===== src/rtl/uart_rx_param.sv =====
// uart_rx_param
//   Parametrised UART receiver with 5..9 data bits, optional even/odd parity
//   and one or two stop bits. Every bit is sampled three times around mid-bit
//   and resolved by majority vote. Received words are presented through a
//   valid/ready holding register, together with per-word error flags.
//
// Ports
//   UartRxP_CLK         in   system clock, rising edge
//   UartRxP_RST         in   asynchronous, active-high reset
//   UartRxP_RX_IN       in   serial line, idle high, asynchronous to CLK
//   UartRxP_prescale    in   clocks per bit (8/16/32, anything else -> 8)
//   UartRxP_PAR_EN      in   parity bit present after data
//   UartRxP_Par_Type    in   0 = even, 1 = odd
//   UartRxP_STOP2       in   two stop bits expected
//   UartRxP_Data_Ready  in   consumer accepts PDATA when Valid & Ready
//   UartRxP_PDATA       out  received word
//   UartRxP_Data_Valid  out  held word valid until consumed
//   UartRxP_Par_Err     out  parity mismatch for held word
//   UartRxP_Frm_Err     out  a stop bit sampled 0 for held word
//   UartRxP_Brk         out  data, parity and stop bits all 0
//   UartRxP_Ovr_Err     out  held word overwrote an unconsumed word
//   UartRxP_Busy        out  receiving a frame (START/DATA/PARITY/STOP)
module uart_rx_param #(
    parameter int DATA_WIDTH = 8,
    parameter int PRESCALE_W = 6
) (
    input  logic                  UartRxP_CLK,
    input  logic                  UartRxP_RST,
    input  logic                  UartRxP_RX_IN,
    input  logic [PRESCALE_W-1:0] UartRxP_prescale,
    input  logic                  UartRxP_PAR_EN,
    input  logic                  UartRxP_Par_Type,
    input  logic                  UartRxP_STOP2,
    input  logic                  UartRxP_Data_Ready,
    output logic [DATA_WIDTH-1:0] UartRxP_PDATA,
    output logic                  UartRxP_Data_Valid,
    output logic                  UartRxP_Par_Err,
    output logic                  UartRxP_Frm_Err,
    output logic                  UartRxP_Brk,
    output logic                  UartRxP_Ovr_Err,
    output logic                  UartRxP_Busy
);

    typedef enum logic [2:0] {
        IDLE,
        START,
        DATA,
        PARITY,
        STOP,
        WAIT_IDLE
    } state_t;

    state_t state, state_nxt;

    logic                  rx_meta, rx_sync;
    logic [PRESCALE_W-1:0] p_lat, edge_cnt, half;
    logic                  par_en_lat, par_type_lat, stop2_lat;
    logic [3:0]            bit_cnt;
    logic [2:0]            smp;
    logic [DATA_WIDTH-1:0] shift;
    logic                  par_bit, stop_err;

    logic start_det, edge_last, maj_valid, maj, last_stop, complete;
    logic frm_new, par_new, brk_new, consume;

    // Only 16 and 32 are taken as given; every other value falls back to 8.
    function automatic logic [PRESCALE_W-1:0] legal_p(input logic [PRESCALE_W-1:0] p);
        if (int'(p) == 16 || int'(p) == 32)
            return p;
        else
            return PRESCALE_W'(8);
    endfunction

    always_comb begin
        start_det = (state == IDLE) && !rx_sync;
        half      = p_lat >> 1;
        edge_last = (edge_cnt == p_lat - PRESCALE_W'(1));
        // Samples land at half-1, half, half+1; the vote is usable one cycle later.
        maj_valid = (edge_cnt == half + PRESCALE_W'(2));
        maj       = (smp[0] & smp[1]) | (smp[0] & smp[2]) | (smp[1] & smp[2]);
        last_stop = (bit_cnt == (stop2_lat ? 4'd1 : 4'd0));
        complete  = (state == STOP) && maj_valid && last_stop;
        frm_new   = stop_err | ~maj;
        par_new   = par_en_lat & (par_bit ^ (^shift) ^ par_type_lat);
        brk_new   = frm_new & ~(|shift) & ~(par_en_lat & par_bit);
        consume   = UartRxP_Data_Valid & UartRxP_Data_Ready;
        UartRxP_Busy = state inside {START, DATA, PARITY, STOP};
    end

    always_comb begin
        state_nxt = state;
        case (state)
            IDLE:      if (!rx_sync) state_nxt = START;
            START: begin
                if (maj_valid && maj)
                    state_nxt = IDLE;
                else if (edge_last)
                    state_nxt = DATA;
            end
            DATA: begin
                if (edge_last && bit_cnt == 4'(DATA_WIDTH - 1))
                    state_nxt = par_en_lat ? PARITY : STOP;
            end
            PARITY:    if (edge_last) state_nxt = STOP;
            // Leave at the vote of the last stop bit, not at its end, so the
            // next start edge is caught with half a bit of margin.
            STOP:      if (complete) state_nxt = maj ? IDLE : WAIT_IDLE;
            WAIT_IDLE: if (rx_sync) state_nxt = IDLE;
            default:   state_nxt = IDLE;
        endcase
    end

    always_ff @(posedge UartRxP_CLK or posedge UartRxP_RST) begin
        if (UartRxP_RST)
            state <= IDLE;
        else
            state <= state_nxt;
    end

    always_ff @(posedge UartRxP_CLK or posedge UartRxP_RST) begin
        if (UartRxP_RST) begin
            rx_meta      <= 1'b1;
            rx_sync      <= 1'b1;
            p_lat        <= PRESCALE_W'(8);
            par_en_lat   <= 1'b0;
            par_type_lat <= 1'b0;
            stop2_lat    <= 1'b0;
            edge_cnt     <= '0;
            bit_cnt      <= '0;
            smp          <= '1;
            shift        <= '0;
            par_bit      <= 1'b0;
            stop_err     <= 1'b0;
        end else begin
            rx_meta <= UartRxP_RX_IN;
            rx_sync <= rx_meta;

            if (start_det) begin
                p_lat        <= legal_p(UartRxP_prescale);
                par_en_lat   <= UartRxP_PAR_EN;
                par_type_lat <= UartRxP_Par_Type;
                stop2_lat    <= UartRxP_STOP2;
                par_bit      <= 1'b0;
                stop_err     <= 1'b0;
            end

            if (state == IDLE || state == WAIT_IDLE || edge_last)
                edge_cnt <= '0;
            else
                edge_cnt <= edge_cnt + PRESCALE_W'(1);

            if (state != state_nxt)
                bit_cnt <= '0;
            else if (edge_last && (state == DATA || state == STOP))
                bit_cnt <= bit_cnt + 4'd1;

            if (edge_cnt == half - PRESCALE_W'(1)) smp[0] <= rx_sync;
            if (edge_cnt == half)                  smp[1] <= rx_sync;
            if (edge_cnt == half + PRESCALE_W'(1)) smp[2] <= rx_sync;

            // LSB arrives first, so shift right and insert at the top.
            if (state == DATA && maj_valid)
                shift <= {maj, shift[DATA_WIDTH-1:1]};
            if (state == PARITY && maj_valid)
                par_bit <= maj;
            if (state == STOP && maj_valid && !maj)
                stop_err <= 1'b1;
        end
    end

    always_ff @(posedge UartRxP_CLK or posedge UartRxP_RST) begin
        if (UartRxP_RST) begin
            UartRxP_PDATA      <= '0;
            UartRxP_Data_Valid <= 1'b0;
            UartRxP_Par_Err    <= 1'b0;
            UartRxP_Frm_Err    <= 1'b0;
            UartRxP_Brk        <= 1'b0;
            UartRxP_Ovr_Err    <= 1'b0;
        end else if (complete) begin
            // A load wins over a same-cycle consume; only an unconsumed
            // word being replaced counts as overrun.
            UartRxP_PDATA      <= shift;
            UartRxP_Data_Valid <= 1'b1;
            UartRxP_Par_Err    <= par_new;
            UartRxP_Frm_Err    <= frm_new;
            UartRxP_Brk        <= brk_new;
            UartRxP_Ovr_Err    <= UartRxP_Data_Valid & ~UartRxP_Data_Ready;
        end else if (consume) begin
            UartRxP_Data_Valid <= 1'b0;
            UartRxP_Par_Err    <= 1'b0;
            UartRxP_Frm_Err    <= 1'b0;
            UartRxP_Brk        <= 1'b0;
            UartRxP_Ovr_Err    <= 1'b0;
        end
    end

endmodule


===== config.mk =====
export PLATFORM = sky130hd
export DESIGN_NAME = uart_rx_param
export DESIGN_NICKNAME = d
export VERILOG_FILES = /design/src/rtl/uart_rx_param.sv
export SDC_FILE = /design/constraint.sdc
export NUM_CORES = 1
export LEC_CHECK = 0
export ABC_AREA = 1
export BUFFER_PORTS_ARGS = -buffer_cell sky130_fd_sc_hd__clkbuf_2
export CAP_MARGIN = 20
export CORE_UTILIZATION = 40
export CTS_BUF_LIST = sky130_fd_sc_hd__clkbuf_8
export DETAILED_ROUTE_END_ITERATION = 8
export PLACE_DENSITY_LB_ADDON = 0.08
export SLEW_MARGIN = 0
export SYNTH_ARGS = -nofsm -noshare
export SYNTH_HDL_FRONTEND = slang
export SYNTH_SLANG_ARGS = --single-unit

===== constraint.sdc =====
create_clock -name UartRxP_CLK -period 6.8 [get_ports UartRxP_CLK]
set_clock_uncertainty 0.1 [all_clocks]
set_input_delay 0.34 -clock UartRxP_CLK [delete_from_list [all_inputs] [get_ports UartRxP_CLK]]
set_output_delay 0.34 -clock UartRxP_CLK [all_outputs]
set_load 0.02 [all_outputs]

==> results of run 1 <==
-- path summary, 6_finish.rpt --
kind / endpoint / depth (start not counted) / slack (ns) / startpoint
setup / recovery: bit_cnt[2]$_DFFE_PP0P_ / 14 / 3.97 / p_lat[3]$_DFFE_PP1P_
hold / removal: shift[0]$_DFFE_PP0P_ / 3 / 0.06 / UartRxP_RST
setup reg to reg: bit_cnt[2]$_DFFE_PP0P_ / 14 / 3.97 / p_lat[3]$_DFFE_PP1P_
hold reg to reg: rx_sync$_DFF_PP1_ / 0 / 0.26 / rx_meta$_DFF_PP1_
max in group asynchronous: state[1]$_DFF_PP0_ / 3 / 6.09 / UartRxP_RST
min in group UartRxP_CLK: par_type_lat$_DFFE_PP0P_ / 3 / 0.12 / UartRxP_Par_Type
-- logic make-up after synthesis --
logic type,count (synthesis),share of synthesized area (%)
simple gates,184,28.1
buf+inv,70,9.59
flops,50,42.5
compound gates,42,8.41
xor+xnor,20,5.92
fa+ha+maj,13,5.49
-- worst max-delay path: cells and delay by family (launching register included) --
| family | cells | cell delay [ns] |
|---|---|---|
| AND/OR/NAND/NOR | 11 | 1.53 |
| XOR/XNOR | 1 | 0.17 |
| buffers and inverters | 1 | 0.08 |
| adder cells (fa/ha/maj) | 1 | 0.29 |
| flip-flops | 1 | 0.62 |
-- flip-flops by register name, indices dropped and copies added (netlist names), 3 cells and up --
name,count
bit_cnt,4
smp,3
p_lat,6
edge_cnt,6
state,3
shift,8
UartRxP_PDATA,8
-- cells in the mapped netlist, types with 6 or more instances --
cell     number  area, um2
ha_1         13        163
inv_1        58        218
nand3_1      23        115
o21ai_0      27        135
nand2_1     101        379
xor2_1       12        105
dfrtp_1      44       1100
xnor2_1       8       70.1
nor2_1       29        109
dfstp_2       6        158
nand4_1       6       37.5
nand2_2       8       50.1
-- power by group through the flow --
stage	clock network, mW	logic [mW]	registers [mW]
2_1_floorplan	0	0.307	0.391
3_3_place_gp	0	0.379	0.409
3_5_place_dp	0	0.383	0.409
4_1_cts	0.224	0.384	0.404
5_1_grt	0.235	0.434	0.412
6_report	0.217	0.379	0.403
-- final cells by class --
cell class	count	share of cell area, %
well taps	96	3.64
clock inverters	3	1.33
multi-input cells	259	42.9
clock buffers	5	2.08
flip-flops and latches	50	38.1
inverters	64	7.43
repair buffers	28	4.47
-- stage by stage --
step | worst slack, ns | hold slack [ns] | cell area, um2 | std cells
global placement | 4.02 | 0.251 | 3180 | 496
finish | 3.97 | 0.0583 | 3300 | 505
global route | 3.56 | 0.109 | 3300 | 505
detailed placement | 3.97 | 0.251 | 3180 | 496
CTS | 3.95 | 0.00519 | 3290 | 504
floorplan | 4.64 | 0.244 | 2960 | 379
-- layer usage --
| metal | GRT usage (%) | vias up |
|---|---|---|
| li1 | - | 1248 |
| met1 | 26.2 | 1088 |
| met2 | 26.8 | 44 |
| met3 | 3.11 | 8 |
| met4 | 5.72 | 0 |
| met5 | 0 | - |
==> reports/results.ini, run 1 <==
[status]
status = finished clean

[sta]
fmax_ghz = 0.353
rsz0062_at_grt = no
period_share_pct = 41.6
setup_viol = 0
tightest_slew_ns = 0.840
fin_crit_ns = 2.83
timing.final.max_slew_violations = 0
finalSetupTns_ns = 0
max-slew-margin-rel_pct = 43.8
finalHoldViolations = 0

[clock_tree]
clkSinkCount = 50
insertion_delay_ns = 0.32
hold_buffers = 0
clkTransAtPathRegs_ns = 0.10
cts_root_buffer = clkbuf_8
cts_buffers = 5
cts.path.max_buffers = 2
postCtsSetupBuffers = 0
cts_resized = 0
cts_htree_levels = 2
cts_tree = yes

[layout]
areaGrowthSynthToFinish_pct = 11.5
postLayoutCoreUtil_pct = 47.3
layout_commonest_cell = nand2_1
seqCellArea_um2 = 1260
drive_above_1_share_pct = 15.9
final_nets = 434
multiInputGateArea_um2 = 1420
antenna_cells = 0
layout_common_cells = nand2_1 (101), inv_1 (57), dfrtp_1 (44)
fill_cells = 745

[power_and_ir_drop]
comb_power_share_pct = 37.9
clock_power_share_pct = 21.7
internal_power_uw = 599
switchingPower_uw = 400
p_leak_nw = 1.69
power_density_nw_per_um2 = 302
pwr-share-seq_pct = 40.3
ir_drop_v = 0.000103
p_sw_share_pct = 40.1
finalPower_uw = 999

[drt]
vias_per_cell = 4.73
drtIter0Drc = 78
wl_per_cell_um = 12.3
m1WireLength_um = 3310
drt_first_pass_iters = 4
dr_wl_met2_um = 2590
drc_errors = 0
routed_wl_um = 6220
via_count = 2388
ant_nets = 0
wl_met3_um = 234
highest_layer = met4

[grt]
grt_max_degree = 51
grt_pass1_wl_um = 10600
grt_pass1_vias = 2296
overflow = 0
track_usage_pct = 17.9
antenna_found_initial = 0

[logic_synthesis]
yosysSeqAreaShare_pct = 42.5
syn_nets = 405
ys_ff_latch = 50
synthDistinctLibCells = 38
synthCells = 379
ys.flop_type = dfrtp_1
synth_area_um2 = 2960
syn_avg_cell_area_um2 = 7.81
yosys_warnings = 0
postSynth.asyncResetShare_pct = 100
synth_edf_count = 0

[floorplanning]
coreArea_um2 = 6980
fp.dieW_um = 88.0
dieArea_um2 = 7750
rows = 30
die_h_um = 88.0
start_util_pct = 42.4
ios = 27

[setup_path]
crit_arrival_ns = 2.98
required_ns = 6.95
critical_path_class = register to register
cp_cell_sequence = inv_2 -> ha_1 -> xor2_1 -> nor2_1 -> nand2_1 -> nor2_4 -> nand3_1 -> nand2_1 -> nand2_1 -> nand3_2 -> nand2_1 -> nand2_1 -> nand2_2 -> nor2_1
critPathSlowestCell = dfstp_2
slowest_delay_ns = 0.62
cp-start-kind = register
crit_fanout = 21
path_common_cell = nand2_1
crit_path_end_kind = register

[min_path]
holdCritPathClass = input pin to asynchronous set/reset pin

[placement]
port_buffers = 26
hpwl_um = 4670
gp_congestion = 0.917

[flow_run]
cap_violations = 0

No activity file was read; power rests on OpenSTA's default activity.
==> inputs of run 2 (changes only) <==
==> constraint.sdc (replaced) <==
create_clock -name UartRxP_CLK -period 2.7 [get_ports UartRxP_CLK]
set_clock_uncertainty 0.1 [all_clocks]
set_input_delay 0.135 -clock UartRxP_CLK [delete_from_list [all_inputs] [get_ports UartRxP_CLK]]
set_output_delay 0.135 -clock UartRxP_CLK [all_outputs]
set_load 0.02 [all_outputs]
==> run 2 against run 1 <==
Highest routed layer unchanged. Sequential power grew to 2.5 times the previous value. Global-route usage increased by 0.14 points. Critical path type unchanged. Via count rose by 0.67%. Routed wire length up 0.74%. Fmax rose by 14%. Sequential cell count stayed put. Setup slack lost 3.7 ns. Cell count grew 2.2%. Critical path depth rose by 3.
==> reports/results.ini, run 2 (synthesis gave the netlist of run 1 again) <==
[status]
status = finished clean

[drt]
routed_wl_um = 6270
drtIter0Drc = 94
drc_errors = 0
via_count = 2404
ant_nets = 0
wl_per_cell_um = 12.1
vias_per_cell = 4.66
drt_first_pass_iters = 4

[flow_run]
cap_violations = 0

[setup_path]
crit_arrival_ns = 2.57
critPathSlowestCell = dfrtp_1
cp-start-kind = register
reg2reg_from = p_lat[1]$_DFFE_PP0P_
reg2regPathDepth = 17
r2r_end = bit_cnt[2]$_DFFE_PP0P_
regToRegSetupSlack_ns = 0.23
cp_cell_sequence = inv_1 -> ha_1 -> inv_1 -> nand2_1 -> nand2_1 -> nor2_1 -> nand3_2 -> nor2_4 -> nand2_2 -> nand2_2 -> nand2_2 -> nor2_4 -> nand3_2 -> nand2_1 -> nand2_1 -> nand2_2 -> nor2_1
critical_path_class = register to register
crit_fanout = 6
crit_path_end_kind = register
slowest_delay_ns = 0.49
required_ns = 2.80

[grt]
track_usage_pct = 18.0
grt_max_degree = 51
antenna_found_initial = 0
grt_pass1_wl_um = 10700
grt_pass1_vias = 2228
overflow = 0

[clock_tree]
cts_buffers = 5
cts.path.max_buffers = 2
clkSinkCount = 50
postCtsSetupBuffers = 0
cts_htree_levels = 2
clkTransAtPathRegs_ns = 0.10
cts_tree = yes
insertion_delay_ns = 0.31
cts_root_buffer = clkbuf_8

[layout]
final_nets = 445
fill_cells = 699
layout_commonest_cell = nand2_1
antenna_cells = 0
top_regs = UartRxP_PDATA: 8 flops, shift: 8 flops
seqCellArea_um2 = 1260
postLayoutCellArea_um2 = 3420
layout_common_cells = nand2_1 (101), inv_1 (57), dfrtp_1 (44)
drive_above_1_share_pct = 16.9
areaGrowthSynthToFinish_pct = 15.4
multiInputGateArea_um2 = 1430

[placement]
place_area_um2 = 3210
preCtsSetupSlack_ns = 0.236
port_buffers = 26
hpwl_um = 4730
gp_congestion = 0.837

[min_path]
hold_end = p_lat[5]$_DFFE_PP0P_
hold_depth = 4
min_from = UartRxP_prescale[2]
holdCritPathClass = input pin to register

[sta]
setup_ws_ns = 0.226
max-slew-margin-rel_pct = 57.6
rsz0062_at_grt = no
setup_viol = 0
finalSetupTns_ns = 0
finalHoldViolations = 0
fin_crit_ns = 2.47
period_share_pct = 91.6
tightest_slew_ns = 0.636
timing.final.max_slew_violations = 0
fmax_ghz = 0.404

[floorplanning]
ios = 27
die_h_um = 88.0
coreArea_um2 = 6980
rows = 30
start_util_pct = 42.4
dieArea_um2 = 7750
fp.dieW_um = 88.0

[power_and_ir_drop]
power_density_nw_per_um2 = 744
p_leak_nw = 1.74
finalPower_mw = 2.54
ir_drop_v = 0.000350

==> run 2: final cells by class <==
type                    instances  share of cell area (%)
multi-input cells             259                    41.9
repair buffers                 39                    7.25
well taps                      96                    3.52
flip-flops and latches         50                    36.8
inverters                      64                    7.18
clock inverters                 3                    1.32
clock buffers                   5                    2.01
==> run 2: layer usage <==
| metal | global-route usage [%] | share of wire [%] | vias to the layer above |
|---|---|---|---|
| met5 | 0 | 0 | - |
| met4 | 4.84 | 1.1 | 0 |
| met3 | 3.11 | 3.0 | 7 |
| met1 | 27.9 | 56 | 1086 |
| met2 | 25.7 | 40 | 40 |
| li1 | - | - | 1271 |
==> run 2: report_power, final <==
part | switching [mW] | leakage, nW | internal, mW | total (mW)
combinational | 0.626 | 1.03 | 0.361 | 0.987
sequential | 0.131 | 0.659 | 0.884 | 1.02
clock | 0.263 | 0.0504 | 0.276 | 0.539
==> run 2: worst max path at each step <==
stage | startpoint | to | slack (ns)
6_report | p_lat[1]$_DFFE_PP0P_ | bit_cnt[2]$_DFFE_PP0P_ | 0.23
5_1_grt | p_lat[1]$_DFFE_PP0P_ | bit_cnt[0]$_DFFE_PP0P_ | 0.03
4_1_cts | p_lat[3]$_DFFE_PP1P_ | bit_cnt[2]$_DFFE_PP0P_ | 0.21
3_5_place_dp | p_lat[3]$_DFFE_PP1P_ | bit_cnt[2]$_DFFE_PP0P_ | 0.24
3_3_place_gp | p_lat[1]$_DFFE_PP0P_ | bit_cnt[3]$_DFFE_PP0P_ | 0.27
2_1_floorplan | p_lat[3]$_DFFE_PP1P_ | UartRxP_Par_Err$_DFFE_PP0P_ | 0.54
==> run 2: critical path, delay by kind of cell (launching register included) <==
kind | cells | cell delay (ns)
adders and majority gates | 1 | 0.32
buffers and inverters | 2 | 0.20
DFF | 1 | 0.49
and+or+nand+nor | 14 | 1.25
==> run 2: repair_timing <==
| action | CTS | global route |
|---|---|---|
| hold endpoints to repair | 51 | 0 |
| endpoints found under the setup margin | 0 | 4 |
| hold buffers | 8 | 0 |
| gates resized for setup | 0 | 2 |
==> run 2: per-stage QoR <==
| stage | hold WS (ns) | cells | util (%) |
|---|---|---|---|
| final | 0.0717 | 516 | 48.9 |
| after global routing | 0.0836 | 516 | 48.9 |
| after CTS | 0.0630 | 516 | 48.7 |
| after detailed placement | 0.127 | 500 | 46.0 |
| after global placement | 0.130 | 500 | 46.0 |
| after floorplan | 0.0395 | 379 | - |
==> inputs of run 3 (changes only) <==
--- a/config.mk
+++ b/config.mk
@@ -8,8 +8,7 @@
 export ABC_AREA = 1
 export BUFFER_PORTS_ARGS = -buffer_cell sky130_fd_sc_hd__clkbuf_2
 export CAP_MARGIN = 20
-export CORE_UTILIZATION = 40
-export CTS_BUF_LIST = sky130_fd_sc_hd__clkbuf_8
+export CORE_UTILIZATION = 50
 export DETAILED_ROUTE_END_ITERATION = 8
 export PLACE_DENSITY_LB_ADDON = 0.08
 export SLEW_MARGIN = 0
==> run 3 against run 2 <==
Critical path depth decreased by 7. Design area decreased by 0.59%. Routed wire length decreased by 1.0%. Critical path type unchanged. Largest power group unchanged.
==> reports/results.ini, run 3 (synthesis gave the netlist of run 1 again) <==
[power_and_ir_drop]
switchingPower_mw = 1.02
clock_power_share_pct = 21.6
power_density_nw_per_um2 = 750
pwr-share-seq_pct = 39.9
comb_power_share_pct = 38.5
p_leak_nw = 1.75
p_sw_share_pct = 40.2
ir_drop_v = 0.000522
internal_power_mw = 1.52

[drt]
drt_first_pass_iters = 4
routed_wl_um = 6200
drtIter0Drc = 166
vias_per_cell = 5.03
wl_per_cell_um = 12.6
ant_nets = 0
drc_errors = 0
via_count = 2482

[setup_path]
crit_path_end_kind = register
startpoint = p_lat[3]$_DFFE_PP1P_
reg2reg_from = p_lat[3]$_DFFE_PP1P_
critical_path_class = register to register
slowest_delay_ns = 0.61
critPathSlowestCell = dfstp_2
cp_num_buf_inv = 2
crit_arrival_ns = 2.50
cp_cell_sequence = inv_2 -> ha_1 -> xor2_1 -> nor2_1 -> nand2_1 -> nor2_4 -> nand3_1 -> buf_4 -> o21ai_0 -> o32ai_1
critPathTopFamily = flip-flops
required_ns = 2.78
cp-start-kind = register
crit_fanout = 13

[floorplanning]
start_util_pct = 52.8
fp.dieW_um = 78.9
ios = 27
rows = 27
die_h_um = 78.9
coreArea_um2 = 5610
dieArea_um2 = 6230

[layout]
fill_cells = 547
areaGrowthSynthToFinish_pct = 14.7
layout_common_cells = nand2_1 (101), inv_1 (57), dfrtp_1 (44)
antenna_cells = 0
final_nets = 446
top_regs = UartRxP_PDATA: 8 flops, shift: 8 flops
layout_commonest_cell = nand2_1
seqCellArea_um2 = 1260
drive_above_1_share_pct = 16.6
multiInputGateArea_um2 = 1420

[sta]
finalHoldViolations = 0
setup_viol = 0
setup_ws_ns = 0.278
fin_crit_ns = 2.42
tightest_slew_ns = 0.494
finalSetupTns_ns = 0
fmax_ghz = 0.413
rsz0062_at_grt = no
timing.final.max_slew_violations = 0
max-slew-margin-rel_pct = 66.7
period_share_pct = 89.7

[placement]
gp_congestion = 0.898
hpwl_um = 4640
preCtsSetupSlack_ns = 0.274
port_buffers = 26

[grt]
grt_max_degree = 49
overflow = 0
grt_pass1_vias = 2279
antenna_found_initial = 0
track_usage_pct = 22.0
grt_pass1_wl_um = 10400

[status]
status = finished clean

[clock_tree]
cts_buffers = 5
cts_htree_levels = 2
cts.path.max_buffers = 2
cts_root_buffer = clkbuf_8
cts_resized = 0
clkSinkCount = 50
insertion_delay_ns = 0.32
clkTransAtPathRegs_ns = 0.09
cts_tree = yes

[flow_run]
cap_violations = 0

[min_path]
min_from = UartRxP_prescale[2]
holdCritPathClass = input pin to register

## run 3: power by group through the flow
stage | sequential, mW | combinational, mW | clock (mW)
after global placement | 1.03 | 0.958 | 0
after floorplan | 0.986 | 0.773 | 0
final | 1.02 | 0.980 | 0.550
after CTS | 1.02 | 0.981 | 0.568
after detailed placement | 1.03 | 0.969 | 0
after global routing | 1.04 | 1.12 | 0.591
## run 3: final timing paths
kind	slack, ns	to	cells after the start
max	0.28	UartRxP_Par_Err$_DFFE_PP0P_	10
max reg2reg	0.28	UartRxP_Par_Err$_DFFE_PP0P_	10
min in group asynchronous	0.15	UartRxP_PDATA[1]$_DFFE_PP0P_	3
min reg2reg	0.26	rx_sync$_DFF_PP1_	0
min	0.07	p_lat[4]$_DFFE_PP0P_	4
max in group asynchronous	1.66	smp[2]$_DFFE_PP1N_	5
## run 3: worst min-delay path: cells and delay by family
family | cells | cell delay, ns
and+or+nand+nor | 2 | 0.16
buffers and inverters | 1 | 0.08
AOI/OAI and AO/OA | 1 | 0.08
## run 3: metrics by stage
stage	instances	hold WS, ns	utilization (%)	cell area, um2	power [mW]
6_report	493	0.0690	60.6	3400	2.55
5_1_grt	493	0.0836	60.6	3400	2.75
4_1_cts	492	0.0551	60.2	3380	2.57
3_5_place_dp	476	0.127	56.7	3180	2.00
3_3_place_gp	476	0.127	56.7	3180	1.99
2_1_floorplan	379	0.0395	-	2960	1.76
## run 3: cell type report
class,instances,area share (%)
inverter,64,7.22
timing repair buffer,40,7.89
clock inverter,3,1.40
clock buffer,5,2.03
multi-input combinational,259,41.7
sequential,50,37.1
tap,72,2.65
## run 3: layer usage
metal | part of all wire (%) | GRT usage, % | vias to the layer above | wire, um
met5 | 0 | 0 | - | 0
met4 | 1.0 | 5.64 | 0 | 62
met3 | 4.0 | 4.94 | 5 | 248
met2 | 45 | 33.9 | 48 | 2770
met1 | 50 | 31.2 | 1155 | 3120
li1 | - | - | 1274 | -
## run 3: repair_timing
action	4_1_cts	5_1_grt
hold buffers	8	0
endpoints found under the hold margin	51	0
buffers inserted	0	0
